### config.mk
export PLATFORM = sky130hd
export DESIGN_NAME = bus_source_decoder
export DESIGN_NICKNAME = d
export VERILOG_FILES = /design/src/rtl/bus_pkg.sv /design/src/rtl/onehot_decode_5to32.sv /design/src/rtl/bus_source_decoder.sv
export SDC_FILE = /design/constraint.sdc
export NUM_CORES = 1
export LEC_CHECK = 0
export CORE_ASPECT_RATIO = 1.5
export CORE_MARGIN = 2
export CORE_UTILIZATION = 49
export DETAILED_ROUTE_END_ITERATION = 12
export PLACE_DENSITY = 0.79
export SLEW_MARGIN = 25
export SYNTH_ARGS = -nofsm -noshare
export SYNTH_HDL_FRONTEND = slang
export SYNTH_SLANG_ARGS = --single-unit
### constraint.sdc
create_clock -name clock -period 2.5 [get_ports clock]
set_input_delay 0.375 -clock clock [delete_from_list [all_inputs] [get_ports clock]]
set_output_delay 0.375 -clock clock [all_outputs]
set_load 0.005 [all_outputs]
### src/rtl/bus_pkg.sv
// Shared definitions for the bus source decoder: FSM state encoding,
// code width and number of bus sources.
package bus_pkg;

  localparam int CODE_W = 5;
  localparam int SRC_N  = 32;
  localparam int CNT_W  = 8;

  typedef enum logic [1:0] {
    IDLE  = 2'd0,
    DRIVE = 2'd1,
    GAP   = 2'd2
  } state_t;

endpackage

### src/rtl/onehot_decode_5to32.sv
// Purely combinational 5-to-32 one-hot decoder used by the drive_en register
// stage of bus_source_decoder.
module onehot_decode_5to32
  import bus_pkg::*;
(
  input  logic [CODE_W-1:0] code,
  output logic [SRC_N-1:0]  onehot
);

  // Exactly one bit set, selected by the source index.
  always_comb begin
    onehot       = '0;
    onehot[code] = 1'b1;
  end

endmodule

### src/rtl/bus_source_decoder.sv
// Bus source decoder: accepts a 5-bit source index over a valid/ready
// handshake and drives the matching one-hot output enable for HOLD cycles.
// Optional feature macro: BUS_DECODER_GAP_EN inserts one bus-turnaround GAP
// cycle (drive_en all-zero, code_ready low) after every drive period and
// after a flush out of DRIVE.
module bus_source_decoder
  import bus_pkg::*;
#(
  parameter int HOLD = 1
) (
  input  logic              clock,
  input  logic              reset_n,
  input  logic [CODE_W-1:0] code_in,
  input  logic              code_valid,
  output logic              code_ready,
  input  logic              flush,
  output logic [SRC_N-1:0]  drive_en,
  output logic              busy,
  output logic [15:0]       grant_count
);

  localparam logic [CNT_W-1:0] HOLD_LOAD = CNT_W'(HOLD - 1);

  state_t             state;
  logic [CNT_W-1:0]   hold_cnt;
  logic [SRC_N-1:0]   decoded;
  logic               accept;
  logic               last_drive;

  onehot_decode_5to32 u_decode (
    .code   (code_in),
    .onehot (decoded)
  );

  // Ready is derived purely from registered state; a new code may enter from
  // IDLE, or (without the turnaround gap) in the final cycle of a drive period.
  always_comb begin
    last_drive = (state == DRIVE) && (hold_cnt == '0);
`ifdef BUS_DECODER_GAP_EN
    code_ready = (state == IDLE);
`else
    code_ready = (state == IDLE) || last_drive;
`endif
    busy   = (state != IDLE);
    accept = code_valid && code_ready && !flush;
  end

  // Single FSM register: reset beats flush, flush beats any handshake.
  always_ff @(posedge clock) begin
    if (!reset_n) begin
      state       <= IDLE;
      drive_en    <= '0;
      hold_cnt    <= '0;
      grant_count <= '0;
    end else if (flush) begin
`ifdef BUS_DECODER_GAP_EN
      state       <= (state == DRIVE) ? GAP : IDLE;
`else
      state       <= IDLE;
`endif
      drive_en    <= '0;
      hold_cnt    <= '0;
    end else begin
      case (state)
        IDLE: begin
          if (accept) begin
            state       <= DRIVE;
            drive_en    <= decoded;
            hold_cnt    <= HOLD_LOAD;
            grant_count <= grant_count + 16'd1;
          end
        end
        DRIVE: begin
          if (!last_drive) begin
            hold_cnt <= hold_cnt - CNT_W'(1);
          end else begin
`ifdef BUS_DECODER_GAP_EN
            state    <= GAP;
            drive_en <= '0;
`else
            if (accept) begin
              state       <= DRIVE;
              drive_en    <= decoded;
              hold_cnt    <= HOLD_LOAD;
              grant_count <= grant_count + 16'd1;
            end else begin
              state    <= IDLE;
              drive_en <= '0;
            end
`endif
          end
        end
        GAP: begin
          state    <= IDLE;
          drive_en <= '0;
        end
        default: begin
          state    <= IDLE;
          drive_en <= '0;
          hold_cnt <= '0;
        end
      endcase
    end
  end

endmodule

---- Yosys cells after proc, flatten, opt, wreduce, memory -nomap -nowiden ----
Index checks and enable logic that the tools add are counted.
word-level totals
  RAM bits ................................ 0
  memory bits (read-only) ................. 0
  input bits .............................. 9
  register bits ........................... 58
  memories ................................ 0
  output and inout port bits .............. 50
  logic and storage cells ................. 43
  latch bits .............................. 0
cells by class
  multipliers ............................. 0
  add/sub/neg operators ................... 2
  shift operators ......................... 0
  muxes and demuxes ....................... 16
  bitwise gates (word level) .............. 2
  reductions and logical operators ........ 13
  eq/ne operators ......................... 4
  $lt $le $gt $ge ......................... 2
  div/mod/pow operators ................... 0
operators by type and width
  kind                   number
  $mux 32                3
  $pmux 32 s2            1
  $mux 16                2
  $pmux 16 s2            1
  $pmux 8 s3             1
  $add 16x1->16 const B  1
  $mux 8                 2
  $logic_not 8->1        1
  $sub 8x1->8 const B    1
  $lt 5x6->1 const B     1
  $demux 1 s5            1
  $ge 5x1->1 const B     1
  $logic_and 1x1->1      4
  $mux 2                 2
  $ne 2x2->1 const B     2
  $pmux 2 s2             1
  $reduce_bool 2->1      2
  $reduce_and 3->1       1
  $eq 2x1->1 const B     1
  $eq 2x2->1 const B     1
  $logic_not 2->1        1
  $mux 1                 2
  $not 1->1              2
  $reduce_and 2->1       1
  other kinds (3)        3

---- Logic depth before layout (Yosys ltp) ----
  depth after elaboration ................. 8
  depth in mapped cells ................... 8
  gate-level depth less buffers ........... 7

---- Modules after synthesis ----
A second synthesis with hierarchy kept.
unflattened totals
  cell total of the unflattened synthesis .. 318
  area total of the unflattened synthesis .. 2,653.8 um2
by module, submodules not included
  module               times used  cells each  seq. area each (um2)  area each (um2)
  bus_source_decoder   1           271         1,141.1               2,439.8
  onehot_decode_5to32  1           47          0.0                   214.0

---- Worst setup path before layout ----
Ideal clock, no wire load.
  kind .................................... register -> register
  start ................................... register hold_cnt[0]
  end ..................................... register grant_count[10]
  data required time ...................... 2.430 ns
  arrival time ............................ 1.778 ns
  library setup time ...................... 0.070 ns
  period minus slack after synthesis ...... 1.849 ns
  slack ................................... 0.651 ns
  cell stages (with the launch flop) ...... 8
  buffers on the path ..................... 1
  path through ............................ dfxtp_1 > inv_1 > ha_1 > nor4b_4 > a21boi_2 > clkbuf_1 > or4_1 > a21oi_1
on the way
  word-level cells in the longest chain between the ends .. 8
  elaborated cells on any way between the ends .. 10
  those cells by class .................... 1 x eq/ne; 3 x mux; 6 x reduce/logical
ends and longest elaborated chain
  element                          line                      text
  start, declared                  bus_source_decoder.sv:25  logic [CNT_W-1:0] hold_cnt;
  start signal, assigned           bus_source_decoder.sv:75  hold_cnt <= hold_cnt - CNT_W'(1);
  $logic_not 8->1 *                bus_source_decoder.sv:38  last_drive = (state == DRIVE) && (hold_cnt == '0);
  $logic_and 1x1->1 *              bus_source_decoder.sv:38
  $logic_or 1x1->1                 bus_source_decoder.sv:42  code_ready = (state == IDLE) || last_drive;
  $logic_and 1x1->1 (2 in series)  bus_source_decoder.sv:45  accept = code_valid && code_ready && !flush;
  $mux 16 (2 in series)            -
  $pmux 16 s2                      -
  end signal, assigned             bus_source_decoder.sv:70  grant_count <= grant_count + 16'd1;
  end signal, assigned             bus_source_decoder.sv:85  grant_count <= grant_count + 16'd1;
  end, declared                    bus_source_decoder.sv:19  output logic [15:0] grant_count
Mark *: on every way between the ends. The rest lies on a longest branch, timed or not. The select of a mux whose other input is x is not followed.
A chain may end at the register's enable or synchronous reset.

---- Worst setup path after layout ----
  start ................................... register hold_cnt[0]
  end ..................................... output port code_ready
on the way
  word-level cells in the longest chain between the ends .. 3
ends and longest elaborated chain
  element            line                      text
  $logic_not 8->1    bus_source_decoder.sv:38
  $logic_and 1x1->1  bus_source_decoder.sv:38
  $logic_or 1x1->1   bus_source_decoder.sv:42
  end, declared      bus_source_decoder.sv:15  output logic code_ready,
Every way passes these cells.

==> results.yml <==
outcome:
  status: "complete, no violations"
final_layout:
  nFillCells: 422
  drive_gt1_share_pct: 9.22
  areaGrowthSynthToFinish_pct: 35.9
  antenna_cells: 0
  layout_common_cells: "clkdlybuf4s50_1, dfxtp_1, nand2_1, o21ai_0, a21oi_1"
  mostFrequentLayoutCell: "clkdlybuf4s50_1"
  instances_no_fill: 413
  nNetsFinal: 354
synth:
  ys_seq_area_share_pct: 47.6
  ys.flop_type: "dfxtp_1"
  synth_area_um2: 2400
  synth_enable_flop_cells: 0
  netlist_instances: 281
  postSynth.asyncResetShare_pct: 0
  synth_warnings: 0
  yosysUniqueCellTypes: 41
  ys_ff_latch: 57
  syn_nets: 292
  avgSynthCellArea_um2: 8.53
worst_setup_path:
  crit_chain: "inv_1 > ha_2 > nor4b_4 > a21boi_4 > inv_1 > clkdlybuf4s50_1"
  cpMostUsedCell: "inv_1"
  crit_family: "buffers and inverters"
  cp_data_arrival_time_ns: 1.95
  cp.required_ns: 2.12
  cp-end-kind: "output port"
  critPathMaxStageDelay_ns: 0.50
  cp_max_fo: 6
  startpoint_type: "flop"
  critPathBufInv: 3
  path_class: "reg2out"
  cpMaxStageDelayCell: "clkdlybuf4s50_1"
grt:
  grt_max_degree: 33
  grt_pass1_wl_um: 9610
  overflow: 0
  track_usage_pct: 23.5
  grt_pass1_vias: 2115
  grt_antenna_before_repair: 0
sta:
  rsz0062_at_grt: "false"
  max_freq_mhz: 429
  hold_viol_final: 0
  fin_crit_sh_pct: 93.1
  min_period_ns: 2.33
  skew_ns: 0.00500
  setup_tns_ns: 0
  slew_violations: 0
  slew_headroom_pct: 69.1
  finalSetupViolCount: 0
  worstMarginPinSlew_ns: 0.461
route:
  vias_per_cell: 5.60
  drt_first_pass_iters: 4
  routed_wl_um: 5800
  ant_nets: 0
  routedWlPerCell_um: 14.0
  vias: 2312
  drt_iter0_markers: 88
  route.detailed.drc: 0
clock_tree:
  cts_root_buf: "clkbuf_8"
  clockBufferDepth: 2
  cts.sinks: 57
  cts_made_buffers: 9
  cts_tree: "built"
  clkTransAtPathRegs_ns: 0.06
  cts_hold_buffers: 0
  clk_latency_ns: 0.33
  ctsHtreeMaxLevel: 3
power:
  peakVddDrop_v: 0.000330
  comb_power_share_pct: 5.1
  p_switching_uw: 405
  pwr-share-clk_pct: 41.7
  intPower_mw: 1.32
  power_frac_seq_pct: 53.1
  p_per_area_nw_per_um2: 531
  leakage_nw: 1.09
  swShare_pct: 23.4
floorplan:
  die_w_um: 61.1
  io-pin-count: 59
  start_util_pct: 50.2
  die-height_um: 89.6
  rows: 31
  die_area_um2: 5480
  core_um2: 4770
placed_design:
  place_inst: 396
  hpwl_um: 4170
  io_buffers: 58
  gp_congestion: 0.807
min_path:
  hold_class: "reg2reg"
flow_run:
  cap_violations: 0
-- tightest hold or removal path: cells and delay by family (launching register included) --
family,cells,cell delay [ns]
compound gates,1,0.05
flops,1,0.31
simple gates,1,0.05
-- power by group through the flow --
stage	Clock (mW)	Combinational, mW	Sequential (mW)
finish	0.721	0.0886	0.918
global route	0.779	0.0970	0.918
CTS	0.732	0.0883	0.918
detailed placement	0	0.0865	0.938
global placement	0	0.0864	0.938
floorplan	0	0.0427	0.936
-- cell type report --
| type | count | area, um2 | area share (%) |
|---|---|---|---|
| multi-input cells | 201 | 1190 | 36.6 |
| well taps | 66 | 82.6 | 2.54 |
| flip-flops and latches | 57 | 1140 | 35.0 |
| inverters | 6 | 22.5 | 0.692 |
| repair buffers | 68 | 656 | 20.1 |
| clock inverters | 4 | 20.0 | 0.615 |
| clock buffers | 11 | 141 | 4.34 |
-- cell usage after synthesis, types with 2 or more instances --
cell | instances | area share, %
or3_1 | 6 | 1.6
nand4b_1 | 2 | 0.73
a311oi_1 | 2 | 0.73
and4_1 | 3 | 1.1
nand2_1 | 43 | 6.7
inv_1 | 6 | 0.94
nor2_1 | 10 | 1.6
dfxtp_1 | 57 | 48
o31ai_1 | 9 | 2.8
a21oi_1 | 19 | 4.0
nand2b_1 | 3 | 0.78
or4_1 | 12 | 3.8
o21ai_1 | 16 | 3.3
ha_1 | 2 | 1.0
and3_1 | 3 | 0.78
nand4_1 | 8 | 2.1
clkbuf_1 | 13 | 2.0
nand3_1 | 10 | 2.1
o31a_1 | 3 | 1.1
o21a_1 | 5 | 1.6
o211ai_1 | 2 | 0.63
nor4_1 | 3 | 0.78
or2_2 | 2 | 0.52
buf_1 | 2 | 0.31
nand3b_1 | 3 | 0.94
o21ai_0 | 21 | 4.4
buf_2 | 2 | 0.42
-- flip-flops by register name (all words and copies together), names as in the netlist --
name and count:
state 1, hold_cnt 8, drive_en 32, grant_count 16
-- per-stage QoR --
stage                     hold slack, ns  power (mW)  cell area, um2  util, %  worst slack [ns]
after floorplan                    0.444       0.979            2400        -             0.651
after global placement             0.433        1.02            3070     64.4             0.349
after detailed placement           0.443        1.02            3070     64.4             0.289
after CTS                          0.452        1.74            3250     68.1            0.0692
after global routing               0.476        1.79            3260     68.3            0.0316
final                              0.450        1.73            3260     68.3             0.171
-- logic make-up (layout without fill, tap and decap cells) --
kind of cell	count (synthesis)	in the layout	synth area share (%)
flops	57	57	47.6
buf+inv	23	89	3.71
compound gates	82	82	20.5
fa+ha+maj	2	2	1.04
simple gates	116	116	26.7
mux	1	1	0.418
-- worst paths after layout --
path / start / endpoint / slack [ns] / depth (start not counted)
min: drive_en[24] / drive_en[24] / 0.45 / 2
max: hold_cnt[0] / code_ready / 0.17 / 6
min reg2reg: drive_en[24] / drive_en[24] / 0.45 / 2
max reg2reg: hold_cnt[0] / grant_count[14] / 0.33 / 8
-- routing by layer --
metal	global-route usage [%]	part of all wire [%]
met1	28.2	43
met3	6.59	5.0
met5	0	0
met4	8.89	1.4
met2	39.1	50
-- timing repair --
item                                    4_1_cts  5_1_grt
pin swaps                                     0        1
setup buffers                                 1        1
endpoints found under the setup margin        1        1
gates resized for setup                       1        1
Note: power is estimated with default switching activity, not from simulation.
